[config.mk]
export PLATFORM = sky130hd
export DESIGN_NAME = seq_alu_flat
export DESIGN_NICKNAME = d
export VERILOG_FILES = /design/src/rtl/alu_pkg.sv /design/src/rtl/seq_alu_if.sv /design/src/rtl/alu_comb.sv /design/src/rtl/seq_alu.sv /design/src/flat_wrapper.sv
export SDC_FILE = /design/constraint.sdc
export NUM_CORES = 1
export LEC_CHECK = 0
export CAP_MARGIN = 20
export CORE_MARGIN = 2
export CORE_UTILIZATION = 50
export CTS_BUF_LIST = sky130_fd_sc_hd__clkbuf_4 sky130_fd_sc_hd__clkbuf_8 sky130_fd_sc_hd__clkbuf_16
export CTS_CLUSTER_SIZE = 20
export DETAILED_ROUTE_END_ITERATION = 7
export GPL_TIMING_DRIVEN = 1
export PLACE_DENSITY = 0.73
export SLEW_MARGIN = 40
export SYNTH_ARGS = -nofsm -noshare
export SYNTH_HDL_FRONTEND = slang
export SYNTH_SLANG_ARGS = --single-unit
[constraint.sdc]
create_clock -name clk -period 5.6 [get_ports clk]
set_clock_uncertainty 0.15 [all_clocks]
set_input_delay 1.12 -clock clk [delete_from_list [all_inputs] [get_ports clk]]
set_output_delay 1.12 -clock clk [all_outputs]
set_load 0.02 [all_outputs]
[src/rtl/alu_pkg.sv]
// Shared definitions for the sequential ALU: function codes and FSM states.
package alu_pkg;

   localparam logic [2:0] OP_ADD = 3'b000;
   localparam logic [2:0] OP_SUB = 3'b001;
   localparam logic [2:0] OP_AND = 3'b010;
   localparam logic [2:0] OP_OR  = 3'b011;
   localparam logic [2:0] OP_XOR = 3'b100;
   localparam logic [2:0] OP_SHL = 3'b101;
   localparam logic [2:0] OP_SHR = 3'b110;
   localparam logic [2:0] OP_MUL = 3'b111;

   typedef enum logic [1:0] {
      ST_IDLE = 2'd0,
      ST_MUL  = 2'd1,
      ST_DONE = 2'd2
   } state_t;

endpackage

[src/rtl/seq_alu_if.sv]
// Operand/result handshake bundle for seq_alu.
//   master: drives in_valid, a, b, F, out_ready; observes in_ready and the result.
//   slave : the ALU side, the mirror image.
interface seq_alu_if #(
   parameter int unsigned WIDTH = 8
);
   logic             in_valid;
   logic             in_ready;
   logic [WIDTH-1:0] a;
   logic [WIDTH-1:0] b;
   logic [2:0]       F;
   logic             out_valid;
   logic             out_ready;
   logic [WIDTH-1:0] Q;
   logic [WIDTH-1:0] Qhi;
   logic             Cout;
   logic             Zero;
   logic             Ovf;

   modport master (
      output in_valid, a, b, F, out_ready,
      input  in_ready, out_valid, Q, Qhi, Cout, Zero, Ovf
   );

   modport slave (
      input  in_valid, a, b, F, out_ready,
      output in_ready, out_valid, Q, Qhi, Cout, Zero, Ovf
   );
endinterface

[src/rtl/alu_comb.sv]
// Combinational single-cycle ALU ops (everything except MUL) and their flags.
//   a, b : operands          f    : function code
//   q    : result            cout : carry / shift-out
//   zero : q == 0            ovf  : signed overflow for ADD/SUB
module alu_comb #(
   parameter int unsigned WIDTH = 8
) (
   input  logic [WIDTH-1:0] a,
   input  logic [WIDTH-1:0] b,
   input  logic [2:0]       f,
   output logic [WIDTH-1:0] q,
   output logic             cout,
   output logic             zero,
   output logic             ovf
);
   import alu_pkg::*;

   logic [WIDTH-1:0] bop;
   logic [WIDTH:0]   sum;
   logic             is_sub;

   always_comb begin
      q      = '0;
      cout   = 1'b0;
      ovf    = 1'b0;
      is_sub = (f == OP_SUB);
      // SUB reuses the adder as a + ~b + 1
      bop    = is_sub ? ~b : b;
      sum    = {1'b0, a} + {1'b0, bop} + {{WIDTH{1'b0}}, is_sub};
      case (f)
         OP_ADD, OP_SUB: begin
            q    = sum[WIDTH-1:0];
            cout = sum[WIDTH];
            ovf  = (a[WIDTH-1] == bop[WIDTH-1]) && (sum[WIDTH-1] != a[WIDTH-1]);
         end
         OP_AND: q = a & b;
         OP_OR:  q = a | b;
         OP_XOR: q = a ^ b;
         OP_SHL: begin
            q    = {a[WIDTH-2:0], 1'b0};
            cout = a[WIDTH-1];
         end
         OP_SHR: begin
            q    = {1'b0, a[WIDTH-1:1]};
            cout = a[0];
         end
         default: ;  // MUL is handled by the sequential datapath
      endcase
   end

   assign zero = (q == '0);

endmodule

[src/rtl/seq_alu.sv]
// Registered ALU with valid/ready handshakes on both sides and a WIDTH-cycle
// shift-add unsigned multiplier.
//   clk, reset : clock and synchronous active-high reset
//   bus        : seq_alu_if slave (operands, F, result, Qhi, flags, handshakes)
module seq_alu import alu_pkg::*; #(
   parameter int unsigned WIDTH = 8
) (
   input  logic   clk,
   input  logic   reset,
   seq_alu_if.slave bus
);
   localparam int unsigned CNTW = $clog2(WIDTH + 1);

   state_t           state_q, state_d;
   logic [CNTW-1:0]  cnt_q, cnt_d;
   logic [WIDTH-1:0] mcand_q, mcand_d;
   logic [WIDTH-1:0] mlo_q, mlo_d;
   logic [WIDTH-1:0] acc_q, acc_d;
   logic [WIDTH-1:0] q_q, q_d;
   logic [WIDTH-1:0] qhi_q, qhi_d;
   logic             cout_q, cout_d;
   logic             zero_q, zero_d;
   logic             ovf_q, ovf_d;
   logic             valid_q, valid_d;

   logic [WIDTH-1:0] c_q;
   logic             c_cout, c_zero, c_ovf;
   logic [WIDTH:0]   step_sum;
   logic [WIDTH-1:0] step_acc, step_lo;
   logic             in_ready;
   logic             accept;

   alu_comb #(.WIDTH(WIDTH)) u_comb (
      .a    (bus.a),
      .b    (bus.b),
      .f    (bus.F),
      .q    (c_q),
      .cout (c_cout),
      .zero (c_zero),
      .ovf  (c_ovf)
   );

   assign in_ready = !reset &&
                     ((state_q == ST_IDLE) || ((state_q == ST_DONE) && bus.out_ready));
   assign accept   = bus.in_valid && in_ready;

   // One shift-add step: {acc, mlo} holds the partial product; the multiplier
   // drains out of the bottom of mlo as product bits shift in from acc.
   always_comb begin
      step_sum = {1'b0, acc_q} + (mlo_q[0] ? {1'b0, mcand_q} : '0);
      step_acc = step_sum[WIDTH:1];
      step_lo  = {step_sum[0], mlo_q[WIDTH-1:1]};
   end

   always_comb begin
      state_d = state_q;
      cnt_d   = cnt_q;
      mcand_d = mcand_q;
      mlo_d   = mlo_q;
      acc_d   = acc_q;
      q_d     = q_q;
      qhi_d   = qhi_q;
      cout_d  = cout_q;
      zero_d  = zero_q;
      ovf_d   = ovf_q;
      valid_d = valid_q;

      case (state_q)
         ST_MUL: begin
            acc_d = step_acc;
            mlo_d = step_lo;
            cnt_d = cnt_q + CNTW'(1);
            if (cnt_q == CNTW'(WIDTH - 1)) begin
               q_d     = step_lo;
               qhi_d   = step_acc;
               cout_d  = |step_acc;
               ovf_d   = |step_acc;
               zero_d  = (step_lo == '0);
               valid_d = 1'b1;
               state_d = ST_DONE;
            end
         end
         ST_DONE: begin
            if (bus.out_ready) begin
               valid_d = 1'b0;
               state_d = ST_IDLE;
            end
         end
         ST_IDLE: ;
         default: state_d = ST_IDLE;
      endcase

      // A new operation overrides the idle/consume decisions above; this also
      // covers the same-edge handoff out of DONE.
      if (accept) begin
         if (bus.F == OP_MUL) begin
            mcand_d = bus.a;
            mlo_d   = bus.b;
            acc_d   = '0;
            cnt_d   = '0;
            valid_d = 1'b0;
            state_d = ST_MUL;
         end else begin
            q_d     = c_q;
            qhi_d   = '0;
            cout_d  = c_cout;
            zero_d  = c_zero;
            ovf_d   = c_ovf;
            valid_d = 1'b1;
            state_d = ST_DONE;
         end
      end
   end

   always_ff @(posedge clk) begin
      if (reset) begin
         state_q <= ST_IDLE;
         cnt_q   <= '0;
         mcand_q <= '0;
         mlo_q   <= '0;
         acc_q   <= '0;
         q_q     <= '0;
         qhi_q   <= '0;
         cout_q  <= 1'b0;
         zero_q  <= 1'b0;
         ovf_q   <= 1'b0;
         valid_q <= 1'b0;
      end else begin
         state_q <= state_d;
         cnt_q   <= cnt_d;
         mcand_q <= mcand_d;
         mlo_q   <= mlo_d;
         acc_q   <= acc_d;
         q_q     <= q_d;
         qhi_q   <= qhi_d;
         cout_q  <= cout_d;
         zero_q  <= zero_d;
         ovf_q   <= ovf_d;
         valid_q <= valid_d;
      end
   end

   assign bus.in_ready  = in_ready;
   assign bus.out_valid = valid_q;
   assign bus.Q         = q_q;
   assign bus.Qhi       = qhi_q;
   assign bus.Cout      = cout_q;
   assign bus.Zero      = zero_q;
   assign bus.Ovf       = ovf_q;

endmodule

[src/flat_wrapper.sv]
// flat-port wrapper written by rule: the top's interface ports become plain ports
module seq_alu_flat import alu_pkg::*;
#(
   parameter int unsigned WIDTH = 8
)
  (clk, reset, bus_in_valid, bus_a, bus_b, bus_F, bus_out_ready, bus_in_ready, bus_out_valid, bus_Q, bus_Qhi, bus_Cout, bus_Zero, bus_Ovf);
  seq_alu_if #(.WIDTH(WIDTH)) bus_i ();
  input  logic clk;
  input  logic reset;
  input wire logic [$bits(bus_i.in_valid)-1:0] bus_in_valid;
  input wire logic [$bits(bus_i.a)-1:0] bus_a;
  input wire logic [$bits(bus_i.b)-1:0] bus_b;
  input wire logic [$bits(bus_i.F)-1:0] bus_F;
  input wire logic [$bits(bus_i.out_ready)-1:0] bus_out_ready;
  output wire logic [$bits(bus_i.in_ready)-1:0] bus_in_ready;
  output wire logic [$bits(bus_i.out_valid)-1:0] bus_out_valid;
  output wire logic [$bits(bus_i.Q)-1:0] bus_Q;
  output wire logic [$bits(bus_i.Qhi)-1:0] bus_Qhi;
  output wire logic [$bits(bus_i.Cout)-1:0] bus_Cout;
  output wire logic [$bits(bus_i.Zero)-1:0] bus_Zero;
  output wire logic [$bits(bus_i.Ovf)-1:0] bus_Ovf;
  assign bus_i.in_valid = bus_in_valid;
  assign bus_i.a = bus_a;
  assign bus_i.b = bus_b;
  assign bus_i.F = bus_F;
  assign bus_i.out_ready = bus_out_ready;
  assign bus_in_ready = bus_i.in_ready;
  assign bus_out_valid = bus_i.out_valid;
  assign bus_Q = bus_i.Q;
  assign bus_Qhi = bus_i.Qhi;
  assign bus_Cout = bus_i.Cout;
  assign bus_Zero = bus_i.Zero;
  assign bus_Ovf = bus_i.Ovf;
  seq_alu #(.WIDTH(WIDTH)) u_core (.clk(clk), .reset(reset), .bus(bus_i));
endmodule
==> run_results.csv <==
group,metric,value,unit
cells_and_area,drive_above_1_share,6.00,%
setup_path,end_kind,"flop",
logic_synthesis,synth_most_common_cell,"nand2_1",
cells_and_area,fin_nets,542,
clock_tree,clock-sinks,50,
sta,maxSlewHeadroom,46.2,%
clock_tree,clockBufferDepth,2,
clock_tree,postCtsSetupBuffers,0,
floorplan,start_util,51.1,%
sta,worstMarginPinSlew,0.802,ns
worst_hold_path,whs_endpoint,"u_core.mcand_q[5]",
logic_synthesis,synthFlopType,"dfxtp_1",
cells_and_area,final_util,59.7,%
cells_and_area,final_area,4280,um^2
logic_synthesis,synthArstFlopShare,0,%
sta,final.setup.tns,0,ns
setup_path,critical_path.max_fanout,24,
cells_and_area,syn_to_final_growth,16.9,%
detailed_routing,drt_iter0_markers,169,
grt,grt_pass1_vias,3122,
setup_path,r2r_end,"u_core.bus.Ovf",
setup_path,slowest_delay,0.48,ns
placement,hpwl,7.49,mm
power_and_ir_drop,p_leak,1.70,nW
grt,grt_pass1_wl,15.8,mm
detailed_routing,vias_per_cell,5.77,
sta,rsz0062_at_grt,"no",
sta,period_minus_slack,4.37,ns
placement,dpl.cell_count,573,
setup_path,worstPathRequired,5.59,ns
setup_path,worstSetupStartpointType,"input port",
setup_path,r2r-start,"u_core.mlo_q[0]",
logic_synthesis,synth_top_cell_area_share,27.3,%
detailed_routing,first_pass_iters,4,
floorplan,die_w,89.6,um
logic_synthesis,postSynthAreaPerCell,8.23,um^2
logic_synthesis,syn_inst,445,
detailed_routing,ant_nets,0,
logic_synthesis,ys_top_cells_by_count,"nand2_1, dfxtp_1, a21oi_1, ha_1, nor2_1",
worst_hold_path,hp-start,"u_core.mcand_q[5]",
job,cap_violations,0,
detailed_routing,vias,3357,
setup_path,worstRegToRegCells,8,
logic_synthesis,yosys.area.top_type,"dfxtp_1",
placement,dpl_cell_area,4180,um^2
worst_hold_path,hold_path.class,"flop to flop",
cells_and_area,fillCellCount,656,
sta,worst_slack,1.23,ns
grt,antenna_found_initial,0,
sta,fmax,229,MHz
sta,finalCritPeriodShare,78.0,%
detailed_routing,post_drt_wl_per_cell,16.6,um
grt,grt_usage,25.5,%
floorplan,rows,31,
clock_tree,ctsHtreeMaxLevel,2,
cells_and_area,fin_cells,582,
logic_synthesis,ys_seq_elements,50,
clock_tree,clk_pin_slew,0.10,ns
grt,overflow,0,
cells_and_area,diodes,0,
logic_synthesis,synthTopCellsByArea,"dfxtp_1, ha_1, mux2i_1, nand2_1, a21oi_1",
logic_synthesis,synth_seq_area_share,27.3,%
floorplan,core-area,7180,um^2
clock_tree,ctsResizeCount,0,
clock_tree,root_buffer,"clkbuf_8",
setup_path,ff2ff_setup_slack,2.73,ns
clock_tree,cts-buffers-inserted,5,
floorplan,dieArea,8030,um^2
clock_tree,ctsHoldBuffers,0,
sta,setup_viol,0,
clock_tree,clock_latency,0.30,ns
setup_path,crit_type,"input port to flop",
run_status,status,"finished clean",
logic_synthesis,synth_area,3660,um^2
worst_hold_path,hold_depth,2,
power_and_ir_drop,powerDensity,188,nW/um^2
detailed_routing,drc,0,
sta,hold_viol_final,0,
logic_synthesis,syn-num-nets,505,
detailed_routing,wirelength,9.66,mm
placement,place_ws,0.973,ns
grt,grt_max_degree,34,
setup_path,crit_arrival,4.36,ns
logic_synthesis,yosys_warnings,0,
placement,port_buffers,43,
sta,finalMaxSlewViolations,0,
logic_synthesis,ys_types,63,
clock_tree,cts_tree,"done",
logic_synthesis,synth_edf_count,0,
setup_path,path_cells,"clkdlybuf4s50_1 > buf_4 > or2_1 > nor2_2 > xnor2_1 > fa_1 > a211oi_1 > o21bai_1 > a21o_1 > a2111oi_0 > or4_1 > a31oi_1",
floorplan,boundaryPins,44,
setup_path,cp_slowest_cell,"fa_1",
floorplan,die_y,89.6,um
power_and_ir_drop,irDropWorstVdd,0.125,mV
placement,gp_congestion,0.902,
-- flip-flops by register name (all words and copies together), names as in the netlist --
register	count
u_core.bus.Q	8
u_core.bus.Cout	1
u_core.cnt_q	4
u_core.bus.Qhi	8
u_core.bus.out_valid	1
u_core.acc_q	8
u_core.mcand_q	8
u_core.bus.Ovf	1
u_core.state_q	2
u_core.bus.Zero	1
u_core.mlo_q	8
-- critical path, delay by kind of cell --
family          cells  cell delay [ns]
compound gates      5             1.04
xor+xnor            1             0.19
fa+ha+maj           1             0.48
buf+inv             2             0.60
simple gates        3             0.91
-- where the power goes --
group | leakage (nW) | switching (mW) | internal [mW]
clock network | 0.0472 | 0.120 | 0.0996
registers | 0.405 | 0.00752 | 0.367
logic | 1.25 | 0.119 | 0.0916
total | 1.70 | 0.247 | 0.558
-- metal layers --
metal  vias up  track usage [%]  part of all wire [%]
li1       1670                -                     -
met1      1544             35.1                    46
met2       119             41.0                    46
met3        24             2.74                   5.1
met4         0             9.77                   2.8
met5         -                0                     0
-- stage by stage --
stage / total power, mW / hold slack (ns)
6_report: 0.805 / 0.304
5_1_grt: 0.847 / 0.330
4_1_cts: 0.807 / 0.305
3_5_place_dp: 0.591 / 0.292
3_3_place_gp: 0.587 / 0.289
2_1_floorplan: 0.514 / 0.282
-- layout make-up --
type | count | area [um^2] | share of cell area [%]
clock buffer | 6 | 82.6 | 1.93
clock inverter | 2 | 12.5 | 0.292
inverter | 25 | 93.8 | 2.19
multi-input combinational | 349 | 2470 | 57.8
sequential | 50 | 1000 | 23.4
tap | 99 | 124 | 2.89
timing repair buffer | 51 | 494 | 11.5
-- how the worst max path moves through the flow --
stage                           end  cells past startpoint      from  slack, ns
floorplan           u_core.bus.Cout                     12  bus_F[2]       1.75
global placement    u_core.bus.Cout                     12  bus_F[1]       1.07
CTS                 u_core.bus.Cout                     12  bus_F[1]       1.27
finish              u_core.bus.Cout                     12  bus_F[1]       1.23
global route        u_core.bus.Cout                     12  bus_F[1]       1.03
detailed placement  u_core.bus.Cout                     12  bus_F[1]       0.97
-- logic make-up after synthesis --
family,synth area share [%]
simple gates,20.0
compound gates,22.5
flops,27.3
buf+inv,5.29
fa+ha+maj,13.0
mux,7.55
xor+xnor,4.30
-- cell usage in the layout (no fill, tap or decap), drive strengths merged, types with 6 or more instances in the layout --
master	instances
dfxtp	50
ha	35
and2	7
a21oi	43
inv	25
o21ai	16
clkbuf	6
nor2b	6
buf	8
a21o	7
xnor2	15
mux2i	22
nor2	32
nand2	59
a211oi	20
clkdlybuf4s50	43
(Power assumes the default switching activity.)
